==> config.mk <==
export PLATFORM = sky130hd
export DESIGN_NAME = instr_control
export DESIGN_NICKNAME = d
export VERILOG_FILES = /design/src/rtl/instr_control_pkg.sv /design/src/rtl/instr_decode_comb.sv /design/src/rtl/instr_control.sv
export SDC_FILE = /design/constraint.sdc
export NUM_CORES = 1
export LEC_CHECK = 0
export CORE_ASPECT_RATIO = 0.9
export CORE_MARGIN = 2
export CORE_UTILIZATION = 36
export DETAILED_ROUTE_END_ITERATION = 12
export GPL_TIMING_DRIVEN = 0
export PLACE_DENSITY = 0.81
export SYNTH_ARGS = -nofsm -noshare
export SYNTH_HDL_FRONTEND = slang
export SYNTH_SLANG_ARGS = --single-unit
==> constraint.sdc <==
create_clock -name clk -period 4.5 [get_ports clk]
set_input_delay 1.35 -clock clk [delete_from_list [all_inputs] [get_ports clk]]
set_output_delay 1.35 -clock clk [all_outputs]
set_load 0.05 [all_outputs]
==> src/rtl/instr_control_pkg.sv <==
// Shared MIPS decode constants: opcode/funct/REGIMM/COP0 codes, field ranges,
// and the one-hot flag bundle produced by the instruction decoder.
package instr_control_pkg;

   localparam int OP_HI    = 31;
   localparam int OP_LO    = 26;
   localparam int RS_HI    = 25;
   localparam int RS_LO    = 21;
   localparam int RT_HI    = 20;
   localparam int RT_LO    = 16;
   localparam int RD_HI    = 15;
   localparam int RD_LO    = 11;
   localparam int FUNCT_HI = 5;
   localparam int FUNCT_LO = 0;

   localparam logic [5:0] OP_SPECIAL = 6'b000000;
   localparam logic [5:0] OP_REGIMM  = 6'b000001;
   localparam logic [5:0] OP_J       = 6'b000010;
   localparam logic [5:0] OP_JAL     = 6'b000011;
   localparam logic [5:0] OP_BEQ     = 6'b000100;
   localparam logic [5:0] OP_BNE     = 6'b000101;
   localparam logic [5:0] OP_BLEZ    = 6'b000110;
   localparam logic [5:0] OP_BGTZ    = 6'b000111;
   localparam logic [5:0] OP_ADDI    = 6'b001000;
   localparam logic [5:0] OP_ADDIU   = 6'b001001;
   localparam logic [5:0] OP_SLTI    = 6'b001010;
   localparam logic [5:0] OP_SLTIU   = 6'b001011;
   localparam logic [5:0] OP_ANDI    = 6'b001100;
   localparam logic [5:0] OP_ORI     = 6'b001101;
   localparam logic [5:0] OP_XORI    = 6'b001110;
   localparam logic [5:0] OP_LUI     = 6'b001111;
   localparam logic [5:0] OP_COP0    = 6'b010000;
   localparam logic [5:0] OP_LB      = 6'b100000;
   localparam logic [5:0] OP_LH      = 6'b100001;
   localparam logic [5:0] OP_LW      = 6'b100011;
   localparam logic [5:0] OP_LBU     = 6'b100100;
   localparam logic [5:0] OP_LHU     = 6'b100101;
   localparam logic [5:0] OP_SB      = 6'b101000;
   localparam logic [5:0] OP_SH      = 6'b101001;
   localparam logic [5:0] OP_SW      = 6'b101011;

   localparam logic [5:0] F_SLL   = 6'b000000;
   localparam logic [5:0] F_SRL   = 6'b000010;
   localparam logic [5:0] F_SRA   = 6'b000011;
   localparam logic [5:0] F_SLLV  = 6'b000100;
   localparam logic [5:0] F_SRLV  = 6'b000110;
   localparam logic [5:0] F_SRAV  = 6'b000111;
   localparam logic [5:0] F_JR    = 6'b001000;
   localparam logic [5:0] F_JALR  = 6'b001001;
   localparam logic [5:0] F_MFHI  = 6'b010000;
   localparam logic [5:0] F_MTHI  = 6'b010001;
   localparam logic [5:0] F_MFLO  = 6'b010010;
   localparam logic [5:0] F_MTLO  = 6'b010011;
   localparam logic [5:0] F_MULT  = 6'b011000;
   localparam logic [5:0] F_MULTU = 6'b011001;
   localparam logic [5:0] F_DIV   = 6'b011010;
   localparam logic [5:0] F_DIVU  = 6'b011011;
   localparam logic [5:0] F_ADD   = 6'b100000;
   localparam logic [5:0] F_ADDU  = 6'b100001;
   localparam logic [5:0] F_SUB   = 6'b100010;
   localparam logic [5:0] F_SUBU  = 6'b100011;
   localparam logic [5:0] F_AND   = 6'b100100;
   localparam logic [5:0] F_OR    = 6'b100101;
   localparam logic [5:0] F_XOR   = 6'b100110;
   localparam logic [5:0] F_NOR   = 6'b100111;
   localparam logic [5:0] F_SLT   = 6'b101010;
   localparam logic [5:0] F_SLTU  = 6'b101011;

   localparam logic [4:0] RT_BLTZ = 5'b00000;
   localparam logic [4:0] RT_BGEZ = 5'b00001;

   localparam logic [4:0] RS_MFC0 = 5'b00000;
   localparam logic [4:0] RS_MTC0 = 5'b00100;

   localparam logic [31:0] ERET_WORD = 32'h4200_0018;

   typedef struct packed {
      logic add, addu, sub, subu, And, Or, Xor, Nor, slt, sltu;
      logic sll, srl, sra, sllv, srlv, srav;
      logic jr, jalr;
      logic mult, multu, div, divu, mfhi, mflo, mthi, mtlo;
      logic addi, addiu, andi, ori, xori, lui, slti, sltiu;
      logic lb, lbu, lh, lhu, lw, sb, sh, sw;
      logic beq, bne, blez, bgtz, bltz, bgez, j, jal;
      logic mfc0, mtc0, eret;
      logic ri;
   } flags_t;

endpackage

==> src/rtl/instr_decode_comb.sv <==
// Purely combinational instruction word to one-hot flag decode.
module instr_decode_comb
   import instr_control_pkg::*;
(
   input  logic [31:0] IR_i,
   output flags_t      flags_o
);

   logic [5:0] op;
   logic [4:0] rs;
   logic [4:0] rt;
   logic [5:0] funct;

   assign op    = IR_i[OP_HI:OP_LO];
   assign rs    = IR_i[RS_HI:RS_LO];
   assign rt    = IR_i[RT_HI:RT_LO];
   assign funct = IR_i[FUNCT_HI:FUNCT_LO];

   always_comb begin
      flags_o = '0;
      case (op)
         OP_SPECIAL: begin
            case (funct)
               F_ADD:   flags_o.add   = 1'b1;
               F_ADDU:  flags_o.addu  = 1'b1;
               F_SUB:   flags_o.sub   = 1'b1;
               F_SUBU:  flags_o.subu  = 1'b1;
               F_AND:   flags_o.And   = 1'b1;
               F_OR:    flags_o.Or    = 1'b1;
               F_XOR:   flags_o.Xor   = 1'b1;
               F_NOR:   flags_o.Nor   = 1'b1;
               F_SLT:   flags_o.slt   = 1'b1;
               F_SLTU:  flags_o.sltu  = 1'b1;
               F_SLL:   flags_o.sll   = 1'b1;
               F_SRL:   flags_o.srl   = 1'b1;
               F_SRA:   flags_o.sra   = 1'b1;
               F_SLLV:  flags_o.sllv  = 1'b1;
               F_SRLV:  flags_o.srlv  = 1'b1;
               F_SRAV:  flags_o.srav  = 1'b1;
               F_JR:    flags_o.jr    = 1'b1;
               F_JALR:  flags_o.jalr  = 1'b1;
               F_MFHI:  flags_o.mfhi  = 1'b1;
               F_MTHI:  flags_o.mthi  = 1'b1;
               F_MFLO:  flags_o.mflo  = 1'b1;
               F_MTLO:  flags_o.mtlo  = 1'b1;
               F_MULT:  flags_o.mult  = 1'b1;
               F_MULTU: flags_o.multu = 1'b1;
               F_DIV:   flags_o.div   = 1'b1;
               F_DIVU:  flags_o.divu  = 1'b1;
               default: ;
            endcase
         end
         OP_REGIMM: begin
            case (rt)
               RT_BLTZ: flags_o.bltz = 1'b1;
               RT_BGEZ: flags_o.bgez = 1'b1;
               default: ;
            endcase
         end
         OP_COP0: begin
            // eret is a full-word match; its rs field (10000) cannot alias mfc0/mtc0
            if (IR_i == ERET_WORD) begin
               flags_o.eret = 1'b1;
            end else begin
               case (rs)
                  RS_MFC0: flags_o.mfc0 = 1'b1;
                  RS_MTC0: flags_o.mtc0 = 1'b1;
                  default: ;
               endcase
            end
         end
         OP_J:     flags_o.j     = 1'b1;
         OP_JAL:   flags_o.jal   = 1'b1;
         OP_BEQ:   flags_o.beq   = 1'b1;
         OP_BNE:   flags_o.bne   = 1'b1;
         OP_BLEZ:  flags_o.blez  = 1'b1;
         OP_BGTZ:  flags_o.bgtz  = 1'b1;
         OP_ADDI:  flags_o.addi  = 1'b1;
         OP_ADDIU: flags_o.addiu = 1'b1;
         OP_SLTI:  flags_o.slti  = 1'b1;
         OP_SLTIU: flags_o.sltiu = 1'b1;
         OP_ANDI:  flags_o.andi  = 1'b1;
         OP_ORI:   flags_o.ori   = 1'b1;
         OP_XORI:  flags_o.xori  = 1'b1;
         OP_LUI:   flags_o.lui   = 1'b1;
         OP_LB:    flags_o.lb    = 1'b1;
         OP_LH:    flags_o.lh    = 1'b1;
         OP_LW:    flags_o.lw    = 1'b1;
         OP_LBU:   flags_o.lbu   = 1'b1;
         OP_LHU:   flags_o.lhu   = 1'b1;
         OP_SB:    flags_o.sb    = 1'b1;
         OP_SH:    flags_o.sh    = 1'b1;
         OP_SW:    flags_o.sw    = 1'b1;
         default: ;
      endcase
      // ri is still 0 here, so this reduces over the instruction flags only
      flags_o.ri = ~(|flags_o);
   end

endmodule

==> src/rtl/instr_control.sv <==
// Instruction decoder top: combinational decode followed by a single
// reset-qualified register bank, giving a one-cycle-latency flag interface.
module instr_control
   import instr_control_pkg::*;
(
   input  logic        clk,
   input  logic        reset,
   input  logic [31:0] IR,
   output logic add, addu, sub, subu, And, Or, Xor, Nor, slt, sltu,
   output logic sll, srl, sra, sllv, srlv, srav,
   output logic jr, jalr,
   output logic mult, multu, div, divu, mfhi, mflo, mthi, mtlo,
   output logic addi, addiu, andi, ori, xori, lui, slti, sltiu,
   output logic lb, lbu, lh, lhu, lw, sb, sh, sw,
   output logic beq, bne, blez, bgtz, bltz, bgez, j, jal,
   output logic mfc0, mtc0, eret,
   output logic ri
);

   flags_t flags_d;
   flags_t flags_q;

   instr_decode_comb u_decode (
      .IR_i    (IR),
      .flags_o (flags_d)
   );

   always_ff @(posedge clk) begin
      if (!reset) begin
         flags_q <= '0;
      end else begin
         flags_q <= flags_d;
      end
   end

   assign add   = flags_q.add;
   assign addu  = flags_q.addu;
   assign sub   = flags_q.sub;
   assign subu  = flags_q.subu;
   assign And   = flags_q.And;
   assign Or    = flags_q.Or;
   assign Xor   = flags_q.Xor;
   assign Nor   = flags_q.Nor;
   assign slt   = flags_q.slt;
   assign sltu  = flags_q.sltu;
   assign sll   = flags_q.sll;
   assign srl   = flags_q.srl;
   assign sra   = flags_q.sra;
   assign sllv  = flags_q.sllv;
   assign srlv  = flags_q.srlv;
   assign srav  = flags_q.srav;
   assign jr    = flags_q.jr;
   assign jalr  = flags_q.jalr;
   assign mult  = flags_q.mult;
   assign multu = flags_q.multu;
   assign div   = flags_q.div;
   assign divu  = flags_q.divu;
   assign mfhi  = flags_q.mfhi;
   assign mflo  = flags_q.mflo;
   assign mthi  = flags_q.mthi;
   assign mtlo  = flags_q.mtlo;
   assign addi  = flags_q.addi;
   assign addiu = flags_q.addiu;
   assign andi  = flags_q.andi;
   assign ori   = flags_q.ori;
   assign xori  = flags_q.xori;
   assign lui   = flags_q.lui;
   assign slti  = flags_q.slti;
   assign sltiu = flags_q.sltiu;
   assign lb    = flags_q.lb;
   assign lbu   = flags_q.lbu;
   assign lh    = flags_q.lh;
   assign lhu   = flags_q.lhu;
   assign lw    = flags_q.lw;
   assign sb    = flags_q.sb;
   assign sh    = flags_q.sh;
   assign sw    = flags_q.sw;
   assign beq   = flags_q.beq;
   assign bne   = flags_q.bne;
   assign blez  = flags_q.blez;
   assign bgtz  = flags_q.bgtz;
   assign bltz  = flags_q.bltz;
   assign bgez  = flags_q.bgez;
   assign j     = flags_q.j;
   assign jal   = flags_q.jal;
   assign mfc0  = flags_q.mfc0;
   assign mtc0  = flags_q.mtc0;
   assign eret  = flags_q.eret;
   assign ri    = flags_q.ri;

endmodule

# After elaboration in Yosys (flattened, before gate mapping)

Cells that the tools add are included.

Bits in registers: 54
Input port bits: 34

Eq/ne operators: 52
Bitwise operators: 1
Muxes and demuxes: 57
Reductions and logical operators: 5

Operators by type and width:

| operator                                                                | number |
|---|---|
| 6-bit equality test, second input constant                              | 18 |
| 6-bit by 4-bit equality test with 1-bit output, second input constant   | 10 |
| 6-bit by 5-bit equality test with 1-bit output, second input constant   | 9 |
| 1-bit two-way mux                                                       | 53 |
| 53-bit OR reduction                                                     | 1 |
| 6-bit by 3-bit equality test with 1-bit output, second input constant   | 7 |
| 32-bit by 31-bit equality test with 1-bit output, second input constant | 1 |
| 26-bit two-way mux                                                      | 1 |
| 6-bit by 2-bit equality test with 1-bit output, second input constant   | 4 |
| 6-bit zero test                                                         | 2 |
| 5-bit zero test                                                         | 2 |
| 6-bit by 1-bit equality test with 1-bit output, second input constant   | 1 |
| 5-bit by 1-bit equality test with 1-bit output, second input constant   | 1 |
| 5-bit by 3-bit equality test with 1-bit output, second input constant   | 1 |
| 2-bit two-way mux                                                       | 2 |
| 3-bit two-way mux                                                       | 1 |
| 1-bit NOT                                                               | 1 |

# Depth between registers and ports, before layout

Gate-level depths: netlist of the first run.

Depth after elaboration: 6
Gate-level depth with buffers: 7
Mapped depth without buffers: 5

# Modules after synthesis

From an unflattened synthesis of the first run, not the netlist that was laid out.

Cell total of the unflattened synthesis: 244
Area, all modules: 2,209.6 um2

Modules (own cells, without submodules):

| module            | cells each | area each (um2) | instances |
|---|---|---|---|
| instr_control     | 113        | 1,511.4         | 1 |
| instr_decode_comb | 131        | 698.2           | 1 |

# Worst setup path after synthesis of the first run

Ideal clock, no wire load.

Path type: input -> register
From: input IR[27]
To: register flags_q (netlist bit sllv)
Cell stages on the path: 7
Setup time: 0.073 ns
Setup slack: 1.274 ns
Arrival time: 3.153 ns
Data required time: 4.427 ns
Cells stage by stage: buf_6 or4_4 or4b_4 or3_1 buf_2 nand2b_4 nor3_2

Cells in the longest elaborated chain, start to end: 2

RTL lines:

| what                 | line                    | text |
|---|---|---|
| start, declared      | instr_control.sv:8      | `input logic [31:0] IR,` |
| 6-bit zero test      | instr_decode_comb.sv:21 | `case (op)` |
| 26-bit two-way mux   | instr_decode_comb.sv:21 |  |
| end signal, assigned | instr_control.sv:32     | `flags_q <= flags_d;` |
| end, declared        | instr_control.sv:21     | `flags_t flags_q;` |

Every way passes these cells.
A chain may end at the register's enable or synchronous reset.

# Worst setup path after layout of the first run

From: input IR[31]
To: register flags_q (netlist bit sllv)

The elaborated chain is that of the path after synthesis.

==> results.cfg, run 1 <==
[timing]
hold_slack_ns = 1.267
rsz0062_at_grt = false
hold_viol_final = 0
finalMaxSlewViolations = 0
worst_pin_slew_ns = 0.5369
setup_tns_ns = 0
report.final.setup_viol = 0
fmax_ghz = 0.2857
final_period_minus_worst_setup_slack_ns = 3.500
fin_crit_sh_pct = 77.79
slew_headroom_pct = 63.88

[power_and_ir_drop]
power_density_nw_per_um2 = 305.5
p_leak_nw = 0.9831
ir_worst_vdd_mv = 0.1768

[synth]
netlist_area_um2 = 1805
synth_edf_count = 0
yosysTopAreaCell = dfxtp_1
syn_inst = 189
ys_async_sr_fraction_pct = 0
ys_seq_area_share_pct = 59.88
synthDistinctLibCells = 34
netlist_top_cells_area = dfxtp_1 60%, nor2_1 8.7%, nor4_1 3.5%
synth_fp_nets = 223
synth_top_area_share_pct = 59.88
synthFlopType = dfxtp_1
ys_seq_elements = 54
syn_area_per_cell_um2 = 9.553
yosys_warnings = 0

[critical_path]
critPathLaunch = IR[31]
critPathMaxFanout = 6
crit_type = input pin to flip-flop
endpoint = sllv
critPathRequiredTime_ns = 4.72
arrival_ns = 3.72
end_kind = flip-flop
start_kind = input pin

[clock_tree]
cts-hold-fix-buffers = 0
root_buffer = clkbuf_8
cts_setup_buffers = 0
clock-sinks = 54
htreeDepth = 2
cts_tree = done
clockBufferDepth = 2
cts_made_buffers = 5
cts_resized = 0
clk_pin_slew_ns = 0.09

[die]
initial_core_util_pct = 37.34
die_area_um2 = 5599
die_h_um = 71.19
die_w_um = 78.65
num_rows = 24
coreArea_um2 = 4835
io_pins = 88

[detailed_routing]
final_antenna_net_count = 0
initialDrtViolationCount = 73
wirelength_mm = 4.555
vias = 1663
avgViaCountPerCell = 4.820
drtPass1Iterations = 4
drc = 0
wire_per_inst_um = 13.20

[finish]
final_util_pct = 58.41
drive_above_1_share_pct = 4.643
fin_area_um2 = 2824
area_growth_pct = 56.41
layout_commonest_cell = clkdlybuf4s50_1
nets = 313
antennaDiodeCount = 0
final_cell_mix = 83 x clkdlybuf4s50_1, 54 x dfxtp_1, 42 x nor2_1

[placement]
dp_hpwl_mm = 3.607
placed_area_um2 = 2718
place_congestion = 0.8253
io_buffers = 83

[global_routing]
overflow = 0
first_global_vias = 1568
grt_pass1_wl_mm = 7.314
antenna_found_initial = 0
track_usage_pct = 16.86
grt_max_degree = 16

[hold_path]
hold_class = input pin to flip-flop

[run_status]
outcome = finished, final reports clean

[flow_run]
maxCapViolations = 0
==> kinds of logic (layout without fill, tap and decap cells) <==
family	count (synthesis)	after routing	synth area share [%]
buffers and inverters	12	103	2.980
AND/OR/NAND/NOR	113	113	33.40
flip-flops	54	54	59.88
AO/OA/AOI/OAI	10	10	3.742
==> routing by layer <==
| layer | part of all wire [%] | track usage [%] |
|---|---|---|
| met5 | 0 | 0 |
| met4 | 1.4 | 4.678 |
| met2 | 50 | 28.11 |
| met3 | 6.5 | 5.485 |
| met1 | 42 | 21.03 |
==> stage by stage <==
stage                     total power (W)  setup WS (ns)  std cells
final                           0.0008628         0.9997        345
after global routing            0.0009027         0.9386        345
after CTS                       0.0008748          1.012        345
after detailed placement        0.0005678         0.7035        337
after global placement          0.0005662         0.7078        337
after floorplan                 0.0005266          1.274        189
==> worst min-delay path by stage <==
stage	startpoint	endpoint	slack, ns	cells past startpoint
floorplan	IR[23]	mfc0	1.43	1
global placement	IR[27]	lbu	1.57	2
detailed placement	IR[27]	sb	1.58	2
CTS	IR[27]	lb	1.26	2
global route	IR[27]	sb	1.26	2
finish	IR[27]	lb	1.27	2
==> cell usage after synthesis (4+ instances only) <==
master,number
dfxtp_1,54
nand3b_1,4
nand2_1,10
nor4_1,10
nand2b_1,7
nand3_1,6
clkbuf_1,7
nor2b_1,4
nor3_1,10
or3_1,4
nor2_1,42
o21ai_0,4
==> area by class of cell <==
| class | instances | area (µm²) |
|---|---|---|
| buffer | 9 | 42.54 |
| clock buffer | 7 | 76.32 |
| clock inverter | 1 | 30.03 |
| fill | 444 | 2011 |
| inverter | 3 | 11.26 |
| multi-input combinational | 123 | 670.6 |
| sequential | 54 | 1081 |
| tap | 65 | 81.33 |
| timing repair buffer | 83 | 830.8 |
==> critical path, cell delays in order <==
cell and delay, ns:
clkdlybuf4s50_1 0.49, or4_4 0.61, or4b_4 0.55, or3_1 0.31, buf_2 0.16, nand2b_4 0.15
nor3_2 0.09
==> power by group <==
group	switching, W	total (W)	internal, W
combinational	0.0000402	0.0000774	0.0000371
sequential	0.000000441	0.000480	0.000479
clock	0.000139	0.000306	0.000166
total	0.000180	0.000863	0.000683
Note: power is estimated with default switching activity, not from simulation.
==> inputs of run 2 (changes only) <==
clock period = 3.3 ns   (was 4.5 ns; I/O delays follow)
==> results of run 2 <==
The final DEF is identical to that of run 1. Status: finished, final reports clean.
Among the figures that moved: setup slack after placement 0.7035 ns -> -0.1365 ns; setup slack after layout 0.9997 ns -> 0.1597 ns; hold slack 1.267 ns -> 0.9073 ns; total power 0.0008628 W -> 0.001177 W; worst IR drop on VDD 0.1768 mV -> 0.2411 mV
